### src/rtl/ascon_pkg.sv
// Shared types and constants for the ASCON host-side block suppliers.
package ascon_pkg;

  typedef enum logic [1:0] {
    IDLE,
    FILL,
    READY
  } ad_sup_state_t;

  localparam logic [7:0] PAD_BYTE = 8'h80;
  localparam int AD_BLOCK_BYTES = 8;

  function automatic logic [3:0] clamp_len(input logic [3:0] l);
    logic [3:0] max_l;
    max_l = 4'(AD_BLOCK_BYTES);
    return (l > max_l) ? max_l : l;
  endfunction

endpackage

### src/rtl/ad_pad_gen.sv
// ASCON 10* pad lane: byte-lane mask at position len, empty for a full block.
module ad_pad_gen
  import ascon_pkg::*;
(
  input  logic [3:0]  len,
  output logic [63:0] pad_mask,
  output logic        pad_en
);

  always_comb begin
    pad_en   = (len < 4'(AD_BLOCK_BYTES));
    pad_mask = '0;
    if (pad_en) begin
      pad_mask = {8'hff, 56'd0} >> {len[2:0], 3'b000};
    end
  end

endmodule

### src/rtl/ad_block_supplier.sv
// Packs host AD bytes into padded 64-bit ASCON blocks and
// holds each block until the core reads it.
module ad_block_supplier
  import ascon_pkg::*;
(
  input  logic        clk,
  input  logic        RST,
  input  logic        clear,
  input  logic        block_request,
  input  logic [3:0]  datalen,
  input  logic [7:0]  byte_in,
  input  logic        byte_valid,
  output logic        byte_ready,
  input  logic        AD_read,
  output logic [63:0] block_out,
  output logic        block_valid,
  output logic [4:0]  ad_count
);

  ad_sup_state_t state_q, state_d;
  logic [63:0] block_q, block_d;
  logic [3:0]  idx_q, idx_d;
  logic [3:0]  len_q, len_d;
  logic [4:0]  ad_count_q, ad_count_d;

  logic [3:0]  req_len;
  logic [3:0]  pad_len;
  logic [63:0] pad_mask;
  logic [63:0] pad_lane;
  logic [63:0] byte_lane;
  logic        pad_en;
  logic        xfer;
  logic        start;

  assign req_len   = clamp_len(datalen);
  assign byte_ready = (state_q == FILL) && (idx_q < len_q);
  assign xfer      = byte_valid & byte_ready;
  assign start     = block_request &
                     ((state_q == IDLE) |
                      ((state_q == READY) & AD_read));
  // Pad lane follows the latched length while filling,
  // otherwise the length being requested now.
  assign pad_len   = (state_q == FILL) ? len_q : req_len;
  assign pad_lane  = pad_mask & {8{PAD_BYTE}};
  assign byte_lane = {byte_in, 56'd0} >> {idx_q[2:0], 3'b000};

  ad_pad_gen u_pad (
    .len      (pad_len),
    .pad_mask (pad_mask),
    .pad_en   (pad_en)
  );

  always_comb begin
    state_d    = state_q;
    block_d    = block_q;
    idx_d      = idx_q;
    len_d      = len_q;
    ad_count_d = ad_count_q;
    unique case (state_q)
      IDLE, READY: begin
        if (start) begin
          len_d   = req_len;
          idx_d   = '0;
          block_d = '0;
          if (req_len == 4'd0) begin
            state_d = READY;
            block_d = pad_lane;
          end else begin
            state_d = FILL;
          end
        end else if ((state_q == READY) && AD_read) begin
          state_d = IDLE;
        end
      end
      FILL: begin
        if (xfer) begin
          block_d = block_q | byte_lane;
          idx_d   = idx_q + 4'd1;
          if (ad_count_q != 5'd31) begin
            ad_count_d = ad_count_q + 5'd1;
          end
          if (idx_d == len_q) begin
            state_d = READY;
            if (pad_en) begin
              block_d = block_d | pad_lane;
            end
          end
        end
      end
      default: state_d = IDLE;
    endcase
  end

  always_ff @(posedge clk) begin
    if (RST | clear) begin
      state_q    <= IDLE;
      block_q    <= '0;
      idx_q      <= '0;
      len_q      <= '0;
      ad_count_q <= '0;
    end else begin
      state_q    <= state_d;
      block_q    <= block_d;
      idx_q      <= idx_d;
      len_q      <= len_d;
      ad_count_q <= ad_count_d;
    end
  end

  assign block_out   = block_q;
  assign block_valid = (state_q == READY);
  assign ad_count    = ad_count_q;

endmodule

### config.mk
export PLATFORM = sky130hd
export DESIGN_NAME = ad_block_supplier
export DESIGN_NICKNAME = d
export VERILOG_FILES = /design/src/rtl/ascon_pkg.sv /design/src/rtl/ad_pad_gen.sv /design/src/rtl/ad_block_supplier.sv
export SDC_FILE = /design/constraint.sdc
export NUM_CORES = 1
export LEC_CHECK = 0
export ABC_AREA = 1
export CAP_MARGIN = 5
export CORE_MARGIN = 4
export CORE_UTILIZATION = 44
export DETAILED_ROUTE_END_ITERATION = 10
export PLACE_DENSITY = 0.76
export SETUP_SLACK_MARGIN = 0.1
export SLEW_MARGIN = 20
export SYNTH_ARGS = -nofsm -noshare
export SYNTH_HDL_FRONTEND = slang
export SYNTH_SLANG_ARGS = --single-unit
### constraint.sdc
create_clock -name clk -period 1.7 [get_ports clk]
set_clock_uncertainty 0.05 [all_clocks]
set_input_delay 0.17 -clock clk [delete_from_list [all_inputs] [get_ports clk]]
set_output_delay 0.17 -clock clk [all_outputs]
set_load 0.01 [all_outputs]
Word level (Yosys, flattened, before mapping). Index checks and enable logic that the tools add are counted. Widths: inputs -> output; s select.

Logic and storage cells: 55. Output and inout bits: 71. Bits in registers: 79. Input port bits: 18.

$lt $le $gt $ge: 3. $add $sub $neg: 2. Reductions and logical operators: 10. Equal/unequal tests: 8. Shift operators: 2. Bitwise logic cells: 7. Mux-type cells: 18.

Operator list (count): $mux 64 (6); $or 64x64->64 (2); $pmux 64 s2 (1); $shr 64x6->64 (1); $shr 64x6->64 const A (1); $mux 4 (4); $mux 2 (5); $reduce_and 3->1 (3); $pmux 4 s2 (1); $add 5x1->5 const B (1); $ne 5x5->1 const B (1); $add 4x1->4 const B (1); $eq 4x4->1 (1); $gt 4x4->1 const B (1); $logic_not 4->1 (1); $lt 4x4->1 (1); $lt 4x4->1 const B (1); $ne 2x2->1 const B (2); $pmux 2 s2 (1); $and 1x1->1 (3); $ne 3x3->1 const B (1); $eq 2x1->1 const B (1); $eq 2x2->1 const B (1); $logic_and 1x1->1 (2); 6 further kinds (7).

Depth between registers and ports, before layout.
Depth after elaboration: 10. Gate-level depth with buffers: 14. Mapped depth without buffers: 12.

Cells and area by module. From an unflattened synthesis, not the netlist that was laid out.

Cell total of the unflattened synthesis: 605. Area total of the unflattened synthesis: 4274.1 µm².

By module, submodules not included: ad_block_supplier (times used 1, cells each 531, area an instance 3781.1 µm², seq. area each 1581.5 µm²); ad_pad_gen (times used 1, cells each 74, area an instance 493.0 µm², seq. area each 0.0 µm²).

Worst setup path before layout. Ideal clock, no wire load.

Path kind: register to register. From: reg idx_q[0]. To: reg block_q[46] (netlist: block_out[46]). Path buffers: 2. Cell stages (with the launch flop): 15. Arrival time: 1619 ps. Required time: 1522 ps. Clock period less this slack: 1797 ps. Library setup time: 128 ps. Slack: -97 ps. Cells stage by stage: dfxtp_1 > buf_2 > inv_1 > ha_1 > inv_1 > nand2_1 > nand2_1 > nand2_1 > nand4_2 > nand2_2 > inv_2 > nor2_2 > buf_4 > a21oi_1 > nor2_1.

Cells in the longest elaborated chain, start to end: 7. Elaborated cells between the ends (all ways): 14. Those cells by class: 1 x add/sub; 1 x order compare; 2 x eq/ne; 1 x shift; 4 x mux; 3 x bitwise; 2 x reduce/logical.

RTL lines: start, declared (RTL line ad_block_supplier.sv:22) `logic [3:0] idx_q, idx_d;`; start signal, assigned (RTL line ad_block_supplier.sv:104) `idx_q <= idx_d;`; $shr 64x6->64 (RTL line ad_block_supplier.sv:45) `assign byte_lane = {byte_in, 56'd0} >> {idx_q[2:0], 3'b000};`; $or 64x64->64 (RTL line ad_block_supplier.sv:77) `block_d = block_q | byte_lane;`; $or 64x64->64 (RTL line ad_block_supplier.sv:85) `block_d = block_d | pad_lane;`; $mux 64 (RTL line ad_block_supplier.sv:84) `if (pad_en) begin`; $mux 64 (RTL line ad_block_supplier.sv:82) `if (idx_d == len_q) begin`; $mux 64 (RTL line ad_block_supplier.sv:76) `if (xfer) begin`; $pmux 64 s2 (RTL line ad_block_supplier.sv:59) `unique case (state_q)`; end signal, assigned (RTL line ad_block_supplier.sv:103) `block_q <= block_d;`; end, declared (RTL line ad_block_supplier.sv:21) `logic [63:0] block_q, block_d;`.

Several ways; a longest one is shown, not always the timed one. The select of a mux whose other input is x is not followed. A chain may end at the register's enable or synchronous reset.

Final worst setup path.
From: reg len_q[3]. To: reg block_q[22] (netlist: block_out[22]).

Cells in the longest elaborated chain, start to end: 6. Elaborated cells between the ends (all ways): 12. Those cells by class: 2 x order compare; 2 x eq/ne; 5 x mux; 1 x bitwise; 2 x reduce/logical.

RTL lines: start, declared (RTL line ad_block_supplier.sv:23) `logic [3:0] len_q, len_d;`; start signal, assigned (RTL line ad_block_supplier.sv:105) `len_q <= len_d;`; $mux 4 (RTL line ad_block_supplier.sv:43) `assign pad_len = (state_q == FILL) ? len_q : req_len;`; $lt 4x4->1 (RTL line ad_pad_gen.sv:11) `pad_en = (len < 4'(AD_BLOCK_BYTES));`; $mux 64 (RTL line ad_block_supplier.sv:84); $mux 64 (RTL line ad_block_supplier.sv:82); $mux 64 (RTL line ad_block_supplier.sv:76); $pmux 64 s2 (RTL line ad_block_supplier.sv:59).

Several ways; a longest one is shown, not always the timed one. The select of a mux whose other input is x is not followed.

==> run metrics <==
synth top area cells=dfxtp_1 47%, a21oi_1 11%, nor2_1 11%; Seq. cell area=1602 sq um; CTS Sinks=79; Slowest-stage cell, CP=dfxtp_2; FILL cells=476; area occupied by multi-input gates=2097 sq um; Synth Warn #=0; Syn-to-layout area delta=67.06%; most frequent cell after synthesis=nor2_1; fmax=0.5403 GHz; via count=3740; WS Path Type=reg -> reg; Chip Height=95.37 microns; Commonest cells post-synth=94 x nor2_1, 79 x dfxtp_1, 71 x a21oi_1, 71 x nand2_1, 38 x inv_1; drt drc=0; total grt overflow=0; via count of the first global-routing pass=3469; ys async rst share=0%; sequential area share after synthesis=47.09%; worst rel slew slack=65.40%; CTS Buf Count=9; Post-CTS Hold Fix Bufs=0; ys flop type=dfxtp_1; Static Leak=0.002075 uW; mapped cell area=3358 sq um; Skew-Pair Late Insertion Delay=0.35 ns; Fin. Hold Viols=0; fin area=5610 sq um; global-route wire length before repair=16.15 mm; CP arrival=2.09 ns; Period minus WS final=1.851 ns; htree depth=3; TNS Setup=-4.259 ns; port buffer count=88; CP peak stage delay=0.34 ns; final setup margin=-0.1509 ns; placed cell area=4735 sq um; endpoint class of the critical path=flop; Synth top area share=47.09%; register bit count reported by yosys=79; Startpoint Class=flop; largest net degree at the start of global routing=36; CP Max Fanout=10; worst-path cell chain=inv_2 > ha_4 > a21oi_4 > nand4_4 > nand2_4 > inv_4 > nor2_4 > clkbuf_16 > a21oi_2 > nor2_1; num rows=31; count of pins over their slew limit=0; vias per cell=5.381; delay-heaviest family, CP=simple AND/OR/NAND/NOR gates; Data required, critical path=1.94 ns; Die X=95.37 microns; Final period util=108.9%; Ant. Diodes=0; outcome=finished, violations left; initial antenna violation count=0; syn nets=489; Setup Viol. Count Final=52; Worst Hold Class=in -> reg; WP buf/inv=3; Avg Inst Size Synth=7.238 sq um; clk buf depth=2; DRT Wirelength=11.50 mm; Die Area=9094 sq um; violated checks=negative setup slack; CTS tree=done; effective utilization at floorplan=45.81%; DRT iter0 DRCs=227; P per Cell Area=705.6 nW/um^2; Synth cell types=25; Place WS=-0.07860 ns; Yosys top cell by area=dfxtp_1; Max Cap Viol=0; final net count=616; hpwl dp=6.809 mm; Syn Inst Count=464; clock slew at reported path FFs=0.09 ns; DRT Pass-1 Iters=4; RSZ-0062 raised after global routing=yes; Post-synth EDFFs=0; ANT nets after route=0; Slew @ Worst Pin=0.5150 ns; layout cells sized above 1=35.40%; Root Buffer=clkbuf_8; peak supply drop=0.4382 mV; Total GRT Usage=22.47%; gp weighted congestion=0.9012; Core ar.=7331 sq um; IO Pins=89; wire length per cell=16.54 microns
==> where the power goes <==
group / leakage, uW / switching, uW / internal [uW]
Clock: 0.000102 / 766 / 699
Combinational: 0.00133 / 350 / 255
Sequential: 0.000643 / 21.2 / 1870
Total: 0.00208 / 1140 / 2820
==> cell type report <==
type | instances | area share, %
Clock buffer | 9 | 2.208
Sequential cell | 79 | 28.55
Clock inverter | 7 | 1.427
Multi-Input combinational cell | 320 | 37.38
Timing Repair Buffer | 138 | 25.27
Tap cell | 99 | 2.208
Inverter | 43 | 2.966
==> cells in the final DEF, fill, tap and decap left out, types with 4 or more instances in the layout <==
| cell | synthesis | final |
|---|---|---|
| nor2_1 | 94 | 89 |
| clkdlybuf4s50_1 | 0 | 86 |
| dfxtp_1 | 79 | 69 |
| a21oi_2 | 0 | 52 |
| nand2_1 | 71 | 46 |
| buf_4 | 4 | 32 |
| inv_1 | 38 | 30 |
| nand2_2 | 1 | 21 |
| a21oi_1 | 71 | 17 |
| nor3_1 | 15 | 15 |
| inv_2 | 5 | 11 |
| nand3_2 | 0 | 11 |
| o21ai_0 | 17 | 10 |
| buf_6 | 0 | 10 |
| nand3_1 | 21 | 9 |
| clkbuf_8 | 0 | 9 |
| dfxtp_2 | 0 | 7 |
| nor2_4 | 1 | 6 |
| buf_12 | 0 | 6 |
| nand2_4 | 0 | 5 |
| ha_4 | 0 | 5 |
| a31oi_1 | 10 | 4 |
| a31oi_4 | 0 | 4 |
==> worst min-delay path, delay by kind of cell <==
| family | cells | cell delay, ns |
|---|---|---|
| simple gates | 1 | 0.10 |
| compound gates | 1 | 0.05 |
| buf+inv | 1 | 0.45 |
==> cell families after synthesis <==
family | share of synthesized area (%)
buffers and inverters | 7.936
flip-flops | 47.09
adder cells (fa/ha/maj) | 2.608
AND/OR/NAND/NOR | 25.82
AO/OA/AOI/OAI | 16.54
==> through the flow <==
stage          util [%]  hold slack, ns  power (uW)  cells
2_1_floorplan         -          0.2802        2201    464
3_3_place_gp      64.58          0.3928        2373    655
3_5_place_dp      64.58          0.3921        2383    655
4_1_cts           70.93          0.4048        3858    686
5_1_grt           76.53          0.4350        4084    695
6_report          76.53          0.4078        3959    695
==> per-layer routing <==
metal | vias to the layer above | routed length, microns | share of wire (%) | global-route usage (%)
met2 | 168 | 5618 | 49 | 36.91
met5 | - | 0 | 0 | 0
met1 | 1769 | 4640 | 40 | 28.76
met4 | 0 | 317 | 2.8 | 9.375
li1 | 1773 | - | - | -
met3 | 30 | 920 | 8.0 | 4.420
==> flip-flops by register name, summed over array words and instances, names as in the netlist <==
register and cells:
len_q 4, idx_q 4, state_q 2, ad_count 5
block_out 64
==> repair_timing <==
action	CTS	global route
gates resized for setup	56	62
cloned	1	5
setup buffers	14	5
endpoints found under the setup margin	77	78
pin swaps	12	17
endpoints found under the hold margin	0	0
==> final timing paths <==
check,startpoint,endpoint,slack [ns],cells past startpoint
worst max-delay path,len_q[3],block_out[22],-0.15,10
worst max register to register,len_q[3],block_out[22],-0.15,10
worst min-delay path,datalen[0],len_q[0],0.41,3
worst min register to register,block_out[4],block_out[4],0.41,2
Power figures use the tool's default switching activity.
